===== src/rtl/key_event_pkg.sv =====
// Shared types and helpers for the front-panel key event generator.
package key_event_pkg;

  // Debounce/repeat timebase: one tick per millisecond.
  localparam int unsigned TICK_HZ = 1000;

  typedef enum logic [2:0] {
    ST_IDLE,
    ST_PRESS_DB,
    ST_HELD,
    ST_REPEAT,
    ST_RELEASE_DB
  } key_fsm_e;

  // Counter width for the largest interval; the counter only ever holds 0..max-1.
  function automatic int unsigned cnt_width(input int unsigned debounce_ms,
                                            input int unsigned delay_ms,
                                            input int unsigned rate_ms);
    int unsigned max_v;
    max_v = debounce_ms;
    if (delay_ms > max_v) max_v = delay_ms;
    if (rate_ms > max_v) max_v = rate_ms;
    return (max_v < 2) ? 1 : $clog2(max_v);
  endfunction

endpackage


===== src/rtl/key_event_fsm.sv =====
// Per-key synchroniser, debounce FSM and interval counter.
// Build option: KEY_EVENT_REPEAT_EN enables the auto-repeat state and pulse.
// Ports:
//   clk, rst_n     - clock, asynchronous active-low reset
//   tick           - 1 ms strobe shared by all keys
//   key            - raw key, active-low, asynchronous to clk
//   key_state      - debounced level (0 = pressed)
//   press_pulse    - one cycle on an accepted press
//   release_pulse  - one cycle on an accepted release
//   repeat_pulse   - one cycle per auto-repeat (tied 0 without the option)
module key_event_fsm
  import key_event_pkg::*;
#(
  parameter int unsigned DEBOUNCE_MS     = 20,
  parameter int unsigned REPEAT_DELAY_MS = 500,
  parameter int unsigned REPEAT_RATE_MS  = 100
) (
  input  logic clk,
  input  logic rst_n,
  input  logic tick,
  input  logic key,
  output logic key_state,
  output logic press_pulse,
  output logic release_pulse,
  output logic repeat_pulse
);

  localparam int unsigned CNT_W = cnt_width(DEBOUNCE_MS, REPEAT_DELAY_MS, REPEAT_RATE_MS);

  logic             sync1_q;
  logic             sync2_q;
  key_fsm_e         state_q;
  key_fsm_e         state_d;
  logic [CNT_W-1:0] cnt_q;
  logic [CNT_W-1:0] cnt_d;
  logic             key_state_d;
  logic             press_d;
  logic             release_d;
`ifdef KEY_EVENT_REPEAT_EN
  logic             repeat_q;
  logic             repeat_d;
`endif

  // Two-flop synchroniser; idles released (1).
  always_ff @(posedge clk or negedge rst_n) begin
    if (!rst_n) begin
      sync1_q <= 1'b1;
      sync2_q <= 1'b1;
    end else begin
      sync1_q <= key;
      sync2_q <= sync1_q;
    end
  end

  // State, counter and registered outputs.
  always_ff @(posedge clk or negedge rst_n) begin
    if (!rst_n) begin
      state_q       <= ST_IDLE;
      cnt_q         <= '0;
      key_state     <= 1'b1;
      press_pulse   <= 1'b0;
      release_pulse <= 1'b0;
`ifdef KEY_EVENT_REPEAT_EN
      repeat_q      <= 1'b0;
`endif
    end else begin
      state_q       <= state_d;
      cnt_q         <= cnt_d;
      key_state     <= key_state_d;
      press_pulse   <= press_d;
      release_pulse <= release_d;
`ifdef KEY_EVENT_REPEAT_EN
      repeat_q      <= repeat_d;
`endif
    end
  end

  // Next state; an interval completes on the tick that would bring cnt to its target.
  always_comb begin
    state_d     = state_q;
    cnt_d       = cnt_q;
    key_state_d = key_state;
    press_d     = 1'b0;
    release_d   = 1'b0;
`ifdef KEY_EVENT_REPEAT_EN
    repeat_d    = 1'b0;
`endif
    unique case (state_q)
      ST_IDLE: begin
        if (!sync2_q) begin
          state_d = ST_PRESS_DB;
          cnt_d   = '0;
        end
      end
      ST_PRESS_DB: begin
        if (sync2_q) begin
          state_d = ST_IDLE;
        end else if (tick) begin
          if (cnt_q == CNT_W'(DEBOUNCE_MS - 1)) begin
            state_d     = ST_HELD;
            cnt_d       = '0;
            key_state_d = 1'b0;
            press_d     = 1'b1;
          end else begin
            cnt_d = cnt_q + CNT_W'(1);
          end
        end
      end
      ST_HELD: begin
        if (sync2_q) begin
          state_d = ST_RELEASE_DB;
          cnt_d   = '0;
        end
`ifdef KEY_EVENT_REPEAT_EN
        else if (tick) begin
          if (cnt_q == CNT_W'(REPEAT_DELAY_MS - 1)) begin
            state_d  = ST_REPEAT;
            cnt_d    = '0;
            repeat_d = 1'b1;
          end else begin
            cnt_d = cnt_q + CNT_W'(1);
          end
        end
`endif
      end
`ifdef KEY_EVENT_REPEAT_EN
      ST_REPEAT: begin
        if (sync2_q) begin
          state_d = ST_RELEASE_DB;
          cnt_d   = '0;
        end else if (tick) begin
          if (cnt_q == CNT_W'(REPEAT_RATE_MS - 1)) begin
            cnt_d    = '0;
            repeat_d = 1'b1;
          end else begin
            cnt_d = cnt_q + CNT_W'(1);
          end
        end
      end
`endif
      ST_RELEASE_DB: begin
        // A re-press during release debounce resumes the hold with fresh repeat timing.
        if (!sync2_q) begin
          state_d = ST_HELD;
          cnt_d   = '0;
        end else if (tick) begin
          if (cnt_q == CNT_W'(DEBOUNCE_MS - 1)) begin
            state_d     = ST_IDLE;
            cnt_d       = '0;
            key_state_d = 1'b1;
            release_d   = 1'b1;
          end else begin
            cnt_d = cnt_q + CNT_W'(1);
          end
        end
      end
      default: begin
        state_d = ST_IDLE;
        cnt_d   = '0;
      end
    endcase
  end

`ifdef KEY_EVENT_REPEAT_EN
  assign repeat_pulse = repeat_q;
`else
  assign repeat_pulse = 1'b0;
`endif

endmodule


===== src/rtl/key_event_gen.sv =====
// Front-panel key input stage: shared 1 ms prescaler plus one debounce FSM per key.
// Build option: KEY_EVENT_REPEAT_EN enables auto-repeat pulses.
// Ports:
//   clk, rst_n     - clock, asynchronous active-low reset
//   key            - raw keys, active-low, asynchronous to clk
//   key_state      - debounced levels (0 = pressed)
//   press_pulse    - one-cycle pulse per accepted press
//   release_pulse  - one-cycle pulse per accepted release
//   repeat_pulse   - one-cycle pulse per auto-repeat
//   any_pressed    - high while any debounced key is pressed
module key_event_gen
  import key_event_pkg::*;
#(
  parameter int unsigned N_KEYS          = 6,
  parameter int unsigned F_CLK           = 50000000,
  parameter int unsigned DEBOUNCE_MS     = 20,
  parameter int unsigned REPEAT_DELAY_MS = 500,
  parameter int unsigned REPEAT_RATE_MS  = 100
) (
  input  logic              clk,
  input  logic              rst_n,
  input  logic [N_KEYS-1:0] key,
  output logic [N_KEYS-1:0] key_state,
  output logic [N_KEYS-1:0] press_pulse,
  output logic [N_KEYS-1:0] release_pulse,
  output logic [N_KEYS-1:0] repeat_pulse,
  output logic              any_pressed
);

  localparam int unsigned DIV   = F_CLK / TICK_HZ;
  localparam int unsigned PRE_W = (DIV < 2) ? 1 : $clog2(DIV);

  logic [PRE_W-1:0] pre_q;
  logic             tick;

  // Terminal-count strobe; with DIV == 1 the counter sits at 0 and ticks every cycle.
  assign tick = (pre_q == PRE_W'(DIV - 1));

  // Millisecond prescaler, 0..DIV-1.
  always_ff @(posedge clk or negedge rst_n) begin
    if (!rst_n) begin
      pre_q <= '0;
    end else if (tick) begin
      pre_q <= '0;
    end else begin
      pre_q <= pre_q + PRE_W'(1);
    end
  end

  // One independent debounce FSM per key.
  for (genvar i = 0; i < int'(N_KEYS); i++) begin : g_key
    key_event_fsm #(
      .DEBOUNCE_MS     (DEBOUNCE_MS),
      .REPEAT_DELAY_MS (REPEAT_DELAY_MS),
      .REPEAT_RATE_MS  (REPEAT_RATE_MS)
    ) u_fsm (
      .clk           (clk),
      .rst_n         (rst_n),
      .tick          (tick),
      .key           (key[i]),
      .key_state     (key_state[i]),
      .press_pulse   (press_pulse[i]),
      .release_pulse (release_pulse[i]),
      .repeat_pulse  (repeat_pulse[i])
    );
  end

  // Pure OR of the registered levels, so it tracks key_state in the same cycle.
  assign any_pressed = |(~key_state);

endmodule


===== config.mk =====
export PLATFORM = sky130hd
export DESIGN_NAME = key_event_gen
export DESIGN_NICKNAME = d
export VERILOG_FILES = /design/src/rtl/key_event_pkg.sv /design/src/rtl/key_event_fsm.sv /design/src/rtl/key_event_gen.sv
export SDC_FILE = /design/constraint.sdc
export NUM_CORES = 1
export LEC_CHECK = 0
export BUFFER_PORTS_ARGS = -buffer_cell sky130_fd_sc_hd__clkbuf_2
export CAP_MARGIN = 20
export CELL_PAD_IN_SITES_DETAIL_PLACEMENT = 1
export CELL_PAD_IN_SITES_GLOBAL_PLACEMENT = 1
export CORE_ASPECT_RATIO = 0.6
export CORE_MARGIN = 2
export CORE_UTILIZATION = 48
export DETAILED_ROUTE_END_ITERATION = 8
export PLACE_DENSITY = 0.78
export SYNTH_ARGS = -nofsm -noshare
export SYNTH_HDL_FRONTEND = slang
export SYNTH_SLANG_ARGS = --single-unit

===== constraint.sdc =====
create_clock -name clk -period 2.7 [get_ports clk]
set_input_delay 0.135 -clock clk [delete_from_list [all_inputs] [get_ports clk]]
set_output_delay 0.135 -clock clk [all_outputs]
set_load 0.02 [all_outputs]

==> results.py, run 1 <==
metrics = {
    "status": {
        "result_of_the_run": "finished clean",
    },
    "layout": {
        "layout_cells_sized_above_1_pct": 16.4,
        "antennaDiodeCount": 0,
        "nets": 715,
        "multi_input_area_um2": 3070,
        "sequential_cell_area_um2": 2980,
        "filler_cells_inserted": 1469,
        "area_overhead_vs_synth_pct": 15.0,
        "utilization_pct": 56.8,
        "post-route-cell-area_um2": 7330,
    },
    "flow_run": {
        "max_cap_viol_count": 0,
    },
    "sta": {
        "setup_viol_count_final": 0,
        "fmax_mhz": 394,
        "setup_repair_after_global_routing_missed_its_margin": "false",
        "timing_hold_violations_final": 0,
        "timing_max_transition_violations_final": 0,
        "final.min_clock_period_ns": 2.54,
        "worst_tran_pin_value_ns": 0.824,
        "tns_ns": 0,
        "final_critical_path_setup_slack_ns": 0.161,
        "period_share_pct": 94.0,
        "finalClockSkew_ns": 0.0103,
        "max-slew-margin-rel_pct": 44.8,
    },
    "setup_path": {
        "critical_path.max_fanout": 8,
        "data_required_time_at_the_worst_endpoint_ns": 3.00,
        "crit-reg2reg-capture": "g_key[0].u_fsm.cnt_q[2]",
        "timing.critical_path.to_type": "flip-flop",
        "startpoint_kind_of_the_worst_setup_timing_path": "flip-flop",
        "timing.setup.critical_path_class": "flip-flop to flip-flop",
        "reg2reg_slack_ns": 0.16,
        "crit_path_cell_trace": "ha_1 > or4b_2 > nor2_1 > a31oi_1 > a21oi_1 > mux2i_1",
        "cpMaxStageDelayCell": "sky130_fd_sc_hd__or4b_2",
        "critical_path.reg2reg.startpoint": "g_key[0].u_fsm.cnt_q[0]",
        "reg2regPathDepth": 6,
        "timing.critical_path.slowest_cell_delay_ns": 0.71,
        "critical_path_data_arrival_time_ns": 2.84,
    },
    "grt": {
        "grt_use_total_pct": 26.2,
        "antenna_found_initial": 0,
        "overflow": 0,
        "grt_first_pass_wirelength_um": 30000,
        "grt_start_max_net_pins": 73,
        "grt_pass1_vias": 5840,
    },
    "detailed_routing": {
        "dr_wl_met3_um": 639,
        "detail-route-antenna-nets": 0,
        "avgRoutedWirePerCell_um": 20.4,
        "drc": 0,
        "wirelength_routed_um": 18000,
        "detail_route.vias_per_cell": 6.28,
        "route.layer.met1.wl_um": 8360,
        "drtPass1Iterations": 5,
        "top_signal_layer_used": "met4",
        "drt_iter0_drc": 344,
        "route.met2.wl_um": 8840,
        "routed-via-count": 5543,
    },
    "clock_network": {
        "cts_htree_levels": 4,
        "bufs_on_longest_clock_path": 2,
        "tritoncts_clock_tree": "yes",
        "cts_root_buf": "sky130_fd_sc_hd__clkbuf_16",
        "clk-insertion-delay-late_ns": 0.42,
        "post-cts-setup-buffers": 0,
        "clock_sink_count": 118,
        "path_clk_slew_ns": 0.06,
        "cts_buffers": 17,
    },
    "placed_design": {
        "finalWeightedCongestion": 0.894,
        "detailed_place.area_um2": 6590,
        "io_buffer_count": 26,
        "sum_of_net_half_perimeters_after_detailed_placement_um": 11400,
        "place_worst_setup_slack_ns": 0.118,
    },
    "logic_synthesis": {
        "synth_edf_count": 0,
        "fraction_of_the_mapped_netlist_area_in_compound_gates_pct": 16.6,
        "dominant_combinational_cell_family_by_area_after_synthesis": "simple AND/OR/NAND/NOR gates",
        "area_share_of_and_or_nand_nor_cells_after_synthesis_pct": 24.5,
        "postSynthAreaPerCell_um2": 9.37,
        "synthMuxAreaShare_pct": 2.20,
        "ys.warnings.count": 0,
        "yosysSeqAreaShare_pct": 46.7,
        "ys_types": 59,
        "ys_ff_latch": 118,
        "synth-xor-area-share_pct": 2.89,
        "postSynth.asyncResetShare_pct": 100,
        "netlist_area_um2": 6370,
        "cells_after_synthesis": 680,
        "synth-main-ff-cell": "sky130_fd_sc_hd__dfrtp_1",
        "synth_fa_ha_area_share_pct": 1.37,
    },
    "power_and_ir_drop": {
        "power.static_leakage_nw": 3.09,
        "vdd_ir_drop_max_mv": 0.389,
        "power.density_nw_per_um2": 615,
    },
    "floorplanning": {
        "die_height_um": 93.2,
        "floorplan.die_area_um2": 14200,
        "start_util_pct": 49.4,
        "core_region_area_um2": 12900,
        "std_cell_rows": 32,
        "dieWidth_um": 153,
        "i_o_pin_cnt": 33,
    },
    "min_path": {
        "timing.hold.worst.class": "primary input to async pin",
    },
}
==> metrics by stage <==
| step | cells | total power, mW | hold slack (ns) |
|---|---|---|---|
| 6_report | 883 | 4.51 | 0.281 |
| 5_1_grt | 883 | 4.62 | 0.345 |
| 4_1_cts | 883 | 4.52 | 0.303 |
| 3_5_place_dp | 844 | 1.99 | 0.196 |
| 3_3_place_gp | 844 | 1.98 | 0.188 |
| 2_1_floorplan | 685 | 1.92 | -0.161 |
==> how the worst max path moves through the flow <==
stage,cells after the start,from,to,slack [ns]
after floorplan,6,pre_q[11],g_key[4].u_fsm.key_state,0.22
after global placement,5,pre_q[11],g_key[4].u_fsm.key_state,0.18
after detailed placement,5,pre_q[11],g_key[4].u_fsm.key_state,0.12
after CTS,5,pre_q[11],g_key[4].u_fsm.key_state,0.09
after global routing,6,g_key[0].u_fsm.cnt_q[0],g_key[0].u_fsm.cnt_q[2],0.002
final,6,g_key[0].u_fsm.cnt_q[0],g_key[0].u_fsm.cnt_q[2],0.16
==> repair_timing <==
item / 4_1_cts / 5_1_grt
endpoints found under the hold margin: 43 / 0
hold buffers: 7 / 0
resized for setup: 0 / 2
endpoints found under the setup margin: 0 / 4
==> cells in the mapped netlist, types with 4 or more instances <==
cell                        number  area, um2
sky130_fd_sc_hd__dfrtp_1       100       2500
sky130_fd_sc_hd__nor2_1         61        229
sky130_fd_sc_hd__a31oi_1        41        257
sky130_fd_sc_hd__nand3_1        40        200
sky130_fd_sc_hd__a21oi_1        39        195
sky130_fd_sc_hd__nand2_1        37        139
sky130_fd_sc_hd__o21ai_0        34        170
sky130_fd_sc_hd__and3_1         25        156
sky130_fd_sc_hd__buf_4          24        180
sky130_fd_sc_hd__clkbuf_1       21       78.8
sky130_fd_sc_hd__dfstp_2        18        473
sky130_fd_sc_hd__nand2b_1       18        113
sky130_fd_sc_hd__nor3_1         15       75.1
sky130_fd_sc_hd__mux2i_1        14        140
sky130_fd_sc_hd__inv_1          13       48.8
sky130_fd_sc_hd__o31ai_1        13       97.6
sky130_fd_sc_hd__nand4_1        11       68.8
sky130_fd_sc_hd__xnor2_1        11       96.3
sky130_fd_sc_hd__nor4_1         10       62.6
sky130_fd_sc_hd__xor2_1         10       87.6
sky130_fd_sc_hd__nand3b_1        9       67.6
sky130_fd_sc_hd__or3b_2          9       78.8
sky130_fd_sc_hd__buf_2           8       40.0
sky130_fd_sc_hd__nor2b_1         8       50.1
sky130_fd_sc_hd__ha_1            7       87.6
sky130_fd_sc_hd__nor4b_1         7       61.3
sky130_fd_sc_hd__or3_1           7       43.8
sky130_fd_sc_hd__o211ai_1        6       45.0
sky130_fd_sc_hd__or4_1           6       45.0
sky130_fd_sc_hd__a21o_1          5       37.5
sky130_fd_sc_hd__o22ai_1         5       31.3
sky130_fd_sc_hd__a2111oi_0       4       35.0
sky130_fd_sc_hd__and4_1          4       35.0
sky130_fd_sc_hd__or4b_2          4       40.0
==> cells by family (layout without fill, tap and decap cells) <==
logic type / after synthesis / after routing
and+or+nand+nor: 282 / 282
AOI/OAI and AO/OA: 169 / 169
DFF: 118 / 118
buffers and inverters: 68 / 96
xor gates and xnor gates: 21 / 21
muxes: 14 / 14
adders and majority gates: 7 / 7
other: 1 / 6
==> cell usage in the layout (no fill, tap or decap), drive strengths merged, types with 13 or more instances in the layout <==
cell / n
dfrtp: 100
nor2: 61
clkbuf: 47
a31oi: 41
nand3: 40
a21oi: 39
nand2: 37
o21ai: 35
and3: 25
buf: 19
nand2b: 18
dfstp: 18
nor3: 15
inv: 15
mux2i: 14
o31ai: 13
==> report_power, final <==
part	switching [mW]	leakage (nW)	internal (mW)
Sequential	0.0227	1.56	1.79
Combinational	0.108	1.22	0.0470
Clock	0.865	0.315	1.67
Total	0.995	3.09	3.51
==> registers in the layout (all words and copies together) (netlist names) <==
signal and count:
g_key.u_fsm.press_pulse 6, pre_q 16, g_key.u_fsm.key_state 6, g_key.u_fsm.sync2_q 6, g_key.u_fsm.release_pulse 6, g_key.u_fsm.sync1_q 6
g_key.u_fsm.state_q 18, g_key.u_fsm.cnt_q 54
==> metal layers <==
layer | GRT usage (%) | vias up
met5 | 0 | -
met4 | 7.02 | 0
met3 | 4.22 | 23
met2 | 44.5 | 127
met1 | 35.4 | 2863
li1 | - | 2530
==> critical path: cells and delay by family (launching register included) <==
kind                       cells  cell delay [ns]
muxes                          1             0.10
DFF                            1             0.40
adders and majority gates      1             0.28
and+or+nand+nor                2             1.01
AOI/OAI and AO/OA              2             0.63
==> layout make-up <==
class / count / share of cell area [%]
Clock buffer: 22 / 6.74
Inverter: 13 / 0.666
Clock inverter: 10 / 2.25
Timing Repair Buffer: 51 / 5.00
Sequential cell: 118 / 40.6
Tap cell: 170 / 2.90
Multi-Input combinational cell: 499 / 41.8
No activity file was read; power rests on OpenSTA's default activity.
==> run 2: changes to the inputs <==
--- a/config.mk
+++ b/config.mk
@@ -11,9 +11,9 @@
 export CELL_PAD_IN_SITES_GLOBAL_PLACEMENT = 1
 export CORE_ASPECT_RATIO = 0.6
 export CORE_MARGIN = 2
-export CORE_UTILIZATION = 48
+export CORE_UTILIZATION = 44
 export DETAILED_ROUTE_END_ITERATION = 8
-export PLACE_DENSITY = 0.78
+export PLACE_DENSITY_LB_ADDON = 0.1
 export SYNTH_ARGS = -nofsm -noshare
 export SYNTH_HDL_FRONTEND = slang
 export SYNTH_SLANG_ARGS = --single-unit
==> run 2 against run 1 <==
  * Hold slack got worse by 0.0035 ns
  * Highest routed layer unchanged
  * Clock power fell by 3%
  * Clock skew rose by 0.0031 ns
  * Largest cell class unchanged
  * Die area rose by 8.8%
  * Sequential power barely moved
  * Sequential cell count did not move
  * Final cell count rose by 4.0%
  * Core utilization fell by 5.3 points
  * Cell area rose by 0.77%
  * Critical endpoint is now g_key[4].u_fsm.key_state
  * Sequential share of layout area fell by 0.31 points
  * Register-to-register slack got worse by 0.03 ns
==> results.py, run 2 (same netlist as run 1, synthesis figures left out) <==
metrics = {
    "floorplanning": {
        "start_util_pct": 44.4,
        "dieWidth_um": 159,
        "core_region_area_um2": 14300,
        "floorplan.die_area_um2": 15500,
        "i_o_pin_cnt": 33,
        "die_height_um": 97.2,
        "std_cell_rows": 34,
    },
    "placed_design": {
        "io_buffer_count": 26,
        "sum_of_net_half_perimeters_after_detailed_placement_um": 11800,
        "finalWeightedCongestion": 0.844,
    },
    "sta": {
        "finalClockSkew_ns": 0.0134,
        "fmax_mhz": 389,
        "timing_hold_violations_final": 0,
        "setup_repair_after_global_routing_missed_its_margin": "false",
        "period_share_pct": 95.3,
        "setup_viol_count_final": 0,
        "timing_max_transition_violations_final": 0,
        "worst_tran_pin_value_ns": 0.753,
        "tns_ns": 0,
        "max-slew-margin-rel_pct": 49.5,
        "final.min_clock_period_ns": 2.57,
    },
    "grt": {
        "grt_first_pass_wirelength_um": 29800,
        "grt_start_max_net_pins": 48,
        "overflow": 0,
        "grt_use_total_pct": 23.7,
        "antenna_found_initial": 0,
        "grt_pass1_vias": 5759,
    },
    "flow_run": {
        "max_cap_viol_count": 0,
    },
    "detailed_routing": {
        "detail_route.vias_per_cell": 5.85,
        "routed-via-count": 5368,
        "drtPass1Iterations": 4,
        "drt_iter0_drc": 350,
        "wirelength_routed_um": 17200,
        "detail-route-antenna-nets": 0,
        "drc": 0,
        "avgRoutedWirePerCell_um": 18.7,
    },
    "clock_network": {
        "tritoncts_clock_tree": "yes",
        "cts_htree_levels": 4,
        "clock_sink_count": 118,
        "cts_buffers": 17,
        "post-cts-setup-buffers": 0,
        "bufs_on_longest_clock_path": 2,
        "clk-insertion-delay-late_ns": 0.42,
        "path_clk_slew_ns": 0.06,
        "cts_root_buf": "sky130_fd_sc_hd__clkbuf_16",
    },
    "layout": {
        "largest_registers": "g_key.u_fsm.cnt_q (54), g_key.u_fsm.state_q (18), pre_q (16)",
        "largest_register_ff_count": 54,
        "register_with_the_most_flip_flops": "g_key.u_fsm.cnt_q",
        "utilization_pct": 51.5,
        "mostFrequentLayoutCells": "100 x sky130_fd_sc_hd__dfrtp_1, 60 x sky130_fd_sc_hd__nor2_1, 41 x sky130_fd_sc_hd__a31oi_1, 40 x sky130_fd_sc_hd__nand3_1, 39 x sky130_fd_sc_hd__a21oi_1",
        "nets": 722,
        "most_frequent_standard_cell_in_the_layout_excluding_fill_and_tap_cells": "sky130_fd_sc_hd__dfrtp_1",
        "antennaDiodeCount": 0,
        "area_overhead_vs_synth_pct": 15.9,
        "filler_cells_inserted": 1616,
        "layout_cells_sized_above_1_pct": 17.2,
    },
    "power_and_ir_drop": {
        "power.share.switching_pct": 22.8,
        "power_switching_mw": 1.01,
        "relative_contribution_of_sequential_cells_to_total_power_pct": 41.0,
        "p_clk_share_pct": 55.5,
        "vdd_ir_drop_max_mv": 0.314,
        "comb_power_share_pct": 3.5,
        "power.density_nw_per_um2": 599,
        "power.static_leakage_nw": 3.11,
        "internal_power_mw": 3.42,
    },
    "setup_path": {
        "critical_path_data_arrival_time_ns": 2.91,
        "data_required_time_at_the_worst_endpoint_ns": 3.04,
        "timing.critical_path.to_type": "flip-flop",
        "startpoint_kind_of_the_worst_setup_timing_path": "flip-flop",
        "critical_path.max_fanout": 7,
        "timing.setup.critical_path_class": "flip-flop to flip-flop",
        "reg2regPathDepth": 5,
    },
    "status": {
        "result_of_the_run": "finished clean",
    },
    "min_path": {
        "timing.hold.worst.class": "primary input to async pin",
    },
}
-- run 2: cell count changes in the layout (fill, tap and decap cells not counted) --
cell                         change
sky130_fd_sc_hd__buf_4           +8
sky130_fd_sc_hd__inv_6           -1
sky130_fd_sc_hd__clkinvlp_4      -1
sky130_fd_sc_hd__clkbuf_8        -4
sky130_fd_sc_hd__clkinv_4        +6
sky130_fd_sc_hd__buf_12          -1
-- run 2: layout make-up --
type                       count  area [um2]  share of cell area (%)
clock buffer                  18         439                    5.95
sequential                   118        2980                    40.3
tap                          198         248                    3.35
multi-input combinational    499        3070                    41.5
clock inverter                14         201                    2.73
timing repair buffer          58         407                    5.51
inverter                      13        48.8                   0.661
-- run 2: worst max-delay path: stages, from the launching register on --
cell	delay [ns]
sky130_fd_sc_hd__dfrtp_1	0.43
sky130_fd_sc_hd__or4_4	0.54
sky130_fd_sc_hd__or4_4	0.61
sky130_fd_sc_hd__or4_4	0.55
sky130_fd_sc_hd__o21ai_1	0.15
sky130_fd_sc_hd__o2bb2a_1	0.22
-- run 2: through the flow --
| stage | instances | hold slack [ns] | instance area (um2) | power, mW | setup slack [ns] |
|---|---|---|---|---|---|
| final | 918 | 0.278 | 7380 | 4.42 | 0.128 |
| after CTS | 918 | 0.302 | 7380 | 4.47 | 0.0797 |
| after global placement | 879 | 0.195 | 6670 | 1.98 | 0.183 |
| after detailed placement | 879 | 0.203 | 6670 | 1.99 | 0.108 |
| after floorplan | 685 | -0.161 | 6390 | 1.92 | 0.221 |
| after global routing | 918 | 0.326 | 7380 | 4.57 | 0.0126 |
-- run 2: what timing repair did --
action                                 CTS  global route
setup endpoints to repair                0             5
hold buffers                             7             0
gates resized for setup                  0             2
endpoints found under the hold margin   44             0
-- run 2: final timing paths --
| check | start | end | slack [ns] |
|---|---|---|---|
| hold reg to reg | g_key[5].u_fsm.sync1_q | g_key[5].u_fsm.sync2_q | 0.35 |
| hold / removal | rst_n | g_key[5].u_fsm.state_q[0] | 0.28 |
| min in group clk | key[1] | g_key[1].u_fsm.sync1_q | 0.35 |
| setup reg to reg | pre_q[11] | g_key[4].u_fsm.key_state | 0.13 |
| max in group asynchronous | rst_n | g_key[1].u_fsm.sync2_q | 1.60 |
| setup / recovery | pre_q[11] | g_key[4].u_fsm.key_state | 0.13 |
-- run 2: routing by layer --
layer	GRT usage [%]	share of wire, %	vias up
met5	0	0	-
met4	7.90	1.1	0
met3	3.84	3.6	12
met2	37.0	46	81
met1	33.8	49	2733
li1	-	-	2542
-- run 2: power groups by stage --
| stage | clock [mW] | combinational, mW | sequential, mW |
|---|---|---|---|
| 4_1_cts | 2.50 | 0.158 | 1.81 |
| 3_5_place_dp | 0 | 0.149 | 1.84 |
| 5_1_grt | 2.58 | 0.175 | 1.82 |
| 3_3_place_gp | 0 | 0.143 | 1.84 |
| 2_1_floorplan | 0 | 0.0870 | 1.83 |
| 6_report | 2.46 | 0.155 | 1.81 |
==> run 3: changes to the inputs <==
--- a/config.mk
+++ b/config.mk
@@ -5,6 +5,7 @@
 export SDC_FILE = /design/constraint.sdc
 export NUM_CORES = 1
 export LEC_CHECK = 0
+export ABC_AREA = 0
 export BUFFER_PORTS_ARGS = -buffer_cell sky130_fd_sc_hd__clkbuf_2
 export CAP_MARGIN = 20
 export CELL_PAD_IN_SITES_DETAIL_PLACEMENT = 1
==> constraint.sdc (replaced) <==
create_clock -name clk -period 2.57 [get_ports clk]
set_input_delay 0.1285 -clock clk [delete_from_list [all_inputs] [get_ports clk]]
set_output_delay 0.1285 -clock clk [all_outputs]
set_load 0.02 [all_outputs]
==> run 3 against run 2 <==
  * Hold slack got worse by 0.022 ns
  * Final cell count increased by 1.2%
  * Non-clock buffer count increased by 11
  * Power decreased by 0.76%
  * Sequential cell count unchanged
  * Die area unchanged
  * Sequential share of layout area decreased by 0.34 points
  * Count of clock-buffer cells in the layout increased by 5
  * Maximum frequency increased by 3.9%
  * Register-to-register slack got worse by 0.03 ns
==> results.py, run 3 (same netlist as run 1, synthesis figures left out) <==
metrics = {
    "setup_path": {
        "crit_path_cell_trace": "or3_1 > or4_4 > buf_4 > nor2_2 > buf_4 > a31oi_1 > a31oi_1",
        "timing.setup.critical_path_class": "flip-flop to flip-flop",
        "data_required_time_at_the_worst_endpoint_ns": 2.89,
        "critical_path_data_arrival_time_ns": 2.80,
        "reg2regPathDepth": 7,
        "timing.critical_path.slowest_cell_delay_ns": 0.61,
        "timing.critical_path.to_type": "flip-flop",
        "cpMaxStageDelayCell": "sky130_fd_sc_hd__or4_4",
        "startpoint_kind_of_the_worst_setup_timing_path": "flip-flop",
        "critical_path.max_fanout": 13,
    },
    "floorplanning": {
        "core_region_area_um2": 14300,
        "dieWidth_um": 159,
        "die_height_um": 97.2,
        "std_cell_rows": 34,
        "floorplan.die_area_um2": 15500,
        "i_o_pin_cnt": 33,
        "start_util_pct": 44.4,
    },
    "min_path": {
        "timing.hold.worst.class": "primary input to async pin",
    },
    "detailed_routing": {
        "drtPass1Iterations": 7,
        "drc": 0,
        "wirelength_routed_um": 16800,
        "detail-route-antenna-nets": 0,
        "drt_iter0_drc": 293,
        "detail_route.vias_per_cell": 5.78,
        "routed-via-count": 5366,
        "avgRoutedWirePerCell_um": 18.1,
    },
    "status": {
        "result_of_the_run": "finished clean",
    },
    "placed_design": {
        "io_buffer_count": 26,
        "finalWeightedCongestion": 0.842,
        "sum_of_net_half_perimeters_after_detailed_placement_um": 11600,
        "detailed_place.area_um2": 6710,
    },
    "clock_network": {
        "clock_sink_count": 118,
        "cts_htree_levels": 4,
        "tritoncts_clock_tree": "yes",
        "path_clk_slew_ns": 0.06,
        "clk-insertion-delay-late_ns": 0.41,
        "cts_root_buf": "sky130_fd_sc_hd__clkbuf_16",
        "cts_buffers": 17,
        "bufs_on_longest_clock_path": 2,
    },
    "grt": {
        "grt_start_max_net_pins": 43,
        "grt_first_pass_wirelength_um": 28900,
        "antenna_found_initial": 0,
        "grt_use_total_pct": 23.0,
        "overflow": 0,
        "grt_pass1_vias": 5565,
    },
    "sta": {
        "holdWs_ns": 0.256,
        "fmax_mhz": 404,
        "timing_hold_violations_final": 0,
        "period_share_pct": 96.3,
        "max-slew-margin-rel_pct": 44.9,
        "finalClockSkew_ns": 0.00986,
        "setup_viol_count_final": 0,
        "final.min_clock_period_ns": 2.48,
        "timing_max_transition_violations_final": 0,
        "worst_tran_pin_value_ns": 0.822,
    },
    "flow_run": {
        "max_cap_viol_count": 0,
    },
    "layout": {
        "nets": 733,
        "area_overhead_vs_synth_pct": 16.9,
        "layout_cells_sized_above_1_pct": 18.6,
        "utilization_pct": 51.9,
        "largest_register_ff_count": 54,
        "mostFrequentLayoutCells": "100 x sky130_fd_sc_hd__dfrtp_1, 60 x sky130_fd_sc_hd__nor2_1, 40 x sky130_fd_sc_hd__nand3_1, 39 x sky130_fd_sc_hd__a21oi_1, 39 x sky130_fd_sc_hd__a31oi_1",
        "post-route-cell-area_um2": 7450,
        "antennaDiodeCount": 0,
        "most_frequent_standard_cell_in_the_layout_excluding_fill_and_tap_cells": "sky130_fd_sc_hd__dfrtp_1",
        "register_with_the_most_flip_flops": "g_key.u_fsm.cnt_q",
        "largest_registers": "g_key.u_fsm.cnt_q (54), g_key.u_fsm.state_q (18), pre_q (16)",
    },
    "power_and_ir_drop": {
        "power_switching_uw": 984,
        "relative_contribution_of_sequential_cells_to_total_power_pct": 43.4,
        "power.density_nw_per_um2": 590,
        "comb_power_share_pct": 3.8,
        "p_clk_share_pct": 52.9,
        "vdd_ir_drop_max_mv": 0.253,
        "power.static_leakage_nw": 3.18,
        "internal_power_mw": 3.41,
        "power.share.switching_pct": 22.4,
    },
}
## run 3: cell types whose count changed in the layout (fill, tap and decap cells not counted), sizes merged
| cell | delta |
|---|---|
| inv | -1 |
| clkbuf | +5 |
| buf | +11 |
| clkinvlp | -1 |
| bufinv | -2 |
| clkinv | -1 |
## run 3: final cells by class
cell class | instances | area, um2
well taps | 198 | 248
inverters | 13 | 48.8
fillers | 1648 | 6890
repair buffers | 69 | 502
clock buffers | 23 | 468
flip-flops and latches | 118 | 2980
clock inverters | 9 | 101
multi-input cells | 499 | 3100
## run 3: power groups by stage
stage               clock network (mW)  registers, mW  logic [mW]
floorplan                            0           1.93      0.0914
global placement                     0           1.93       0.153
detailed placement                   0           1.94       0.157
CTS                               2.36           1.90       0.166
global route                      2.46           1.91       0.188
finish                            2.32           1.91       0.165
## run 3: layer usage
| layer | up-vias | GRT usage, % | wire length (um) |
|---|---|---|---|
| met2 | 64 | 34.6 | 7590 |
| met3 | 9 | 4.44 | 529 |
| met5 | - | 0 | 0 |
| li1 | 2578 | - | - |
| met4 | 0 | 6.15 | 104 |
| met1 | 2715 | 34.0 | 8570 |
## run 3: path summary, 6_finish.rpt
check / startpoint / end / slack [ns]
max in group asynchronous: rst_n / g_key[3].u_fsm.key_state / 1.49
max: pre_q[7] / g_key[4].u_fsm.cnt_q[7] / 0.09
min: rst_n / g_key[5].u_fsm.cnt_q[5] / 0.26
min in group clk: key[1] / g_key[1].u_fsm.sync1_q / 0.35
min reg2reg: g_key[2].u_fsm.sync1_q / g_key[2].u_fsm.sync2_q / 0.35
max reg2reg: pre_q[7] / g_key[4].u_fsm.cnt_q[7] / 0.09
## run 3: what timing repair did
item                       CTS  global route
hold endpoints to repair    43             0
buffers inserted             0             5
pin swaps                    1             1
gates resized for setup      1             8
setup endpoints to repair    6            47
hold buffers                 7             0
cloned                       0             0
## run 3: worst max-delay path: cells and delay by family, from the launching register on
family	cells	cell delay, ns
AOI/OAI and AO/OA	2	0.28
buffers and inverters	2	0.45
DFF	1	0.42
and+or+nand+nor	3	1.22
## run 3: stage by stage
stage | cells | TNS (ns) | setup WS (ns) | power [mW]
after floorplan | 685 | 0 | 0.0915 | 2.02
after global placement | 885 | 0 | 0.0172 | 2.09
after detailed placement | 885 | -0.0485 | -0.0342 | 2.09
after CTS | 924 | -0.0321 | -0.0161 | 4.43
after global routing | 929 | -0.0343 | -0.0179 | 4.56
final | 929 | 0 | 0.0948 | 4.39
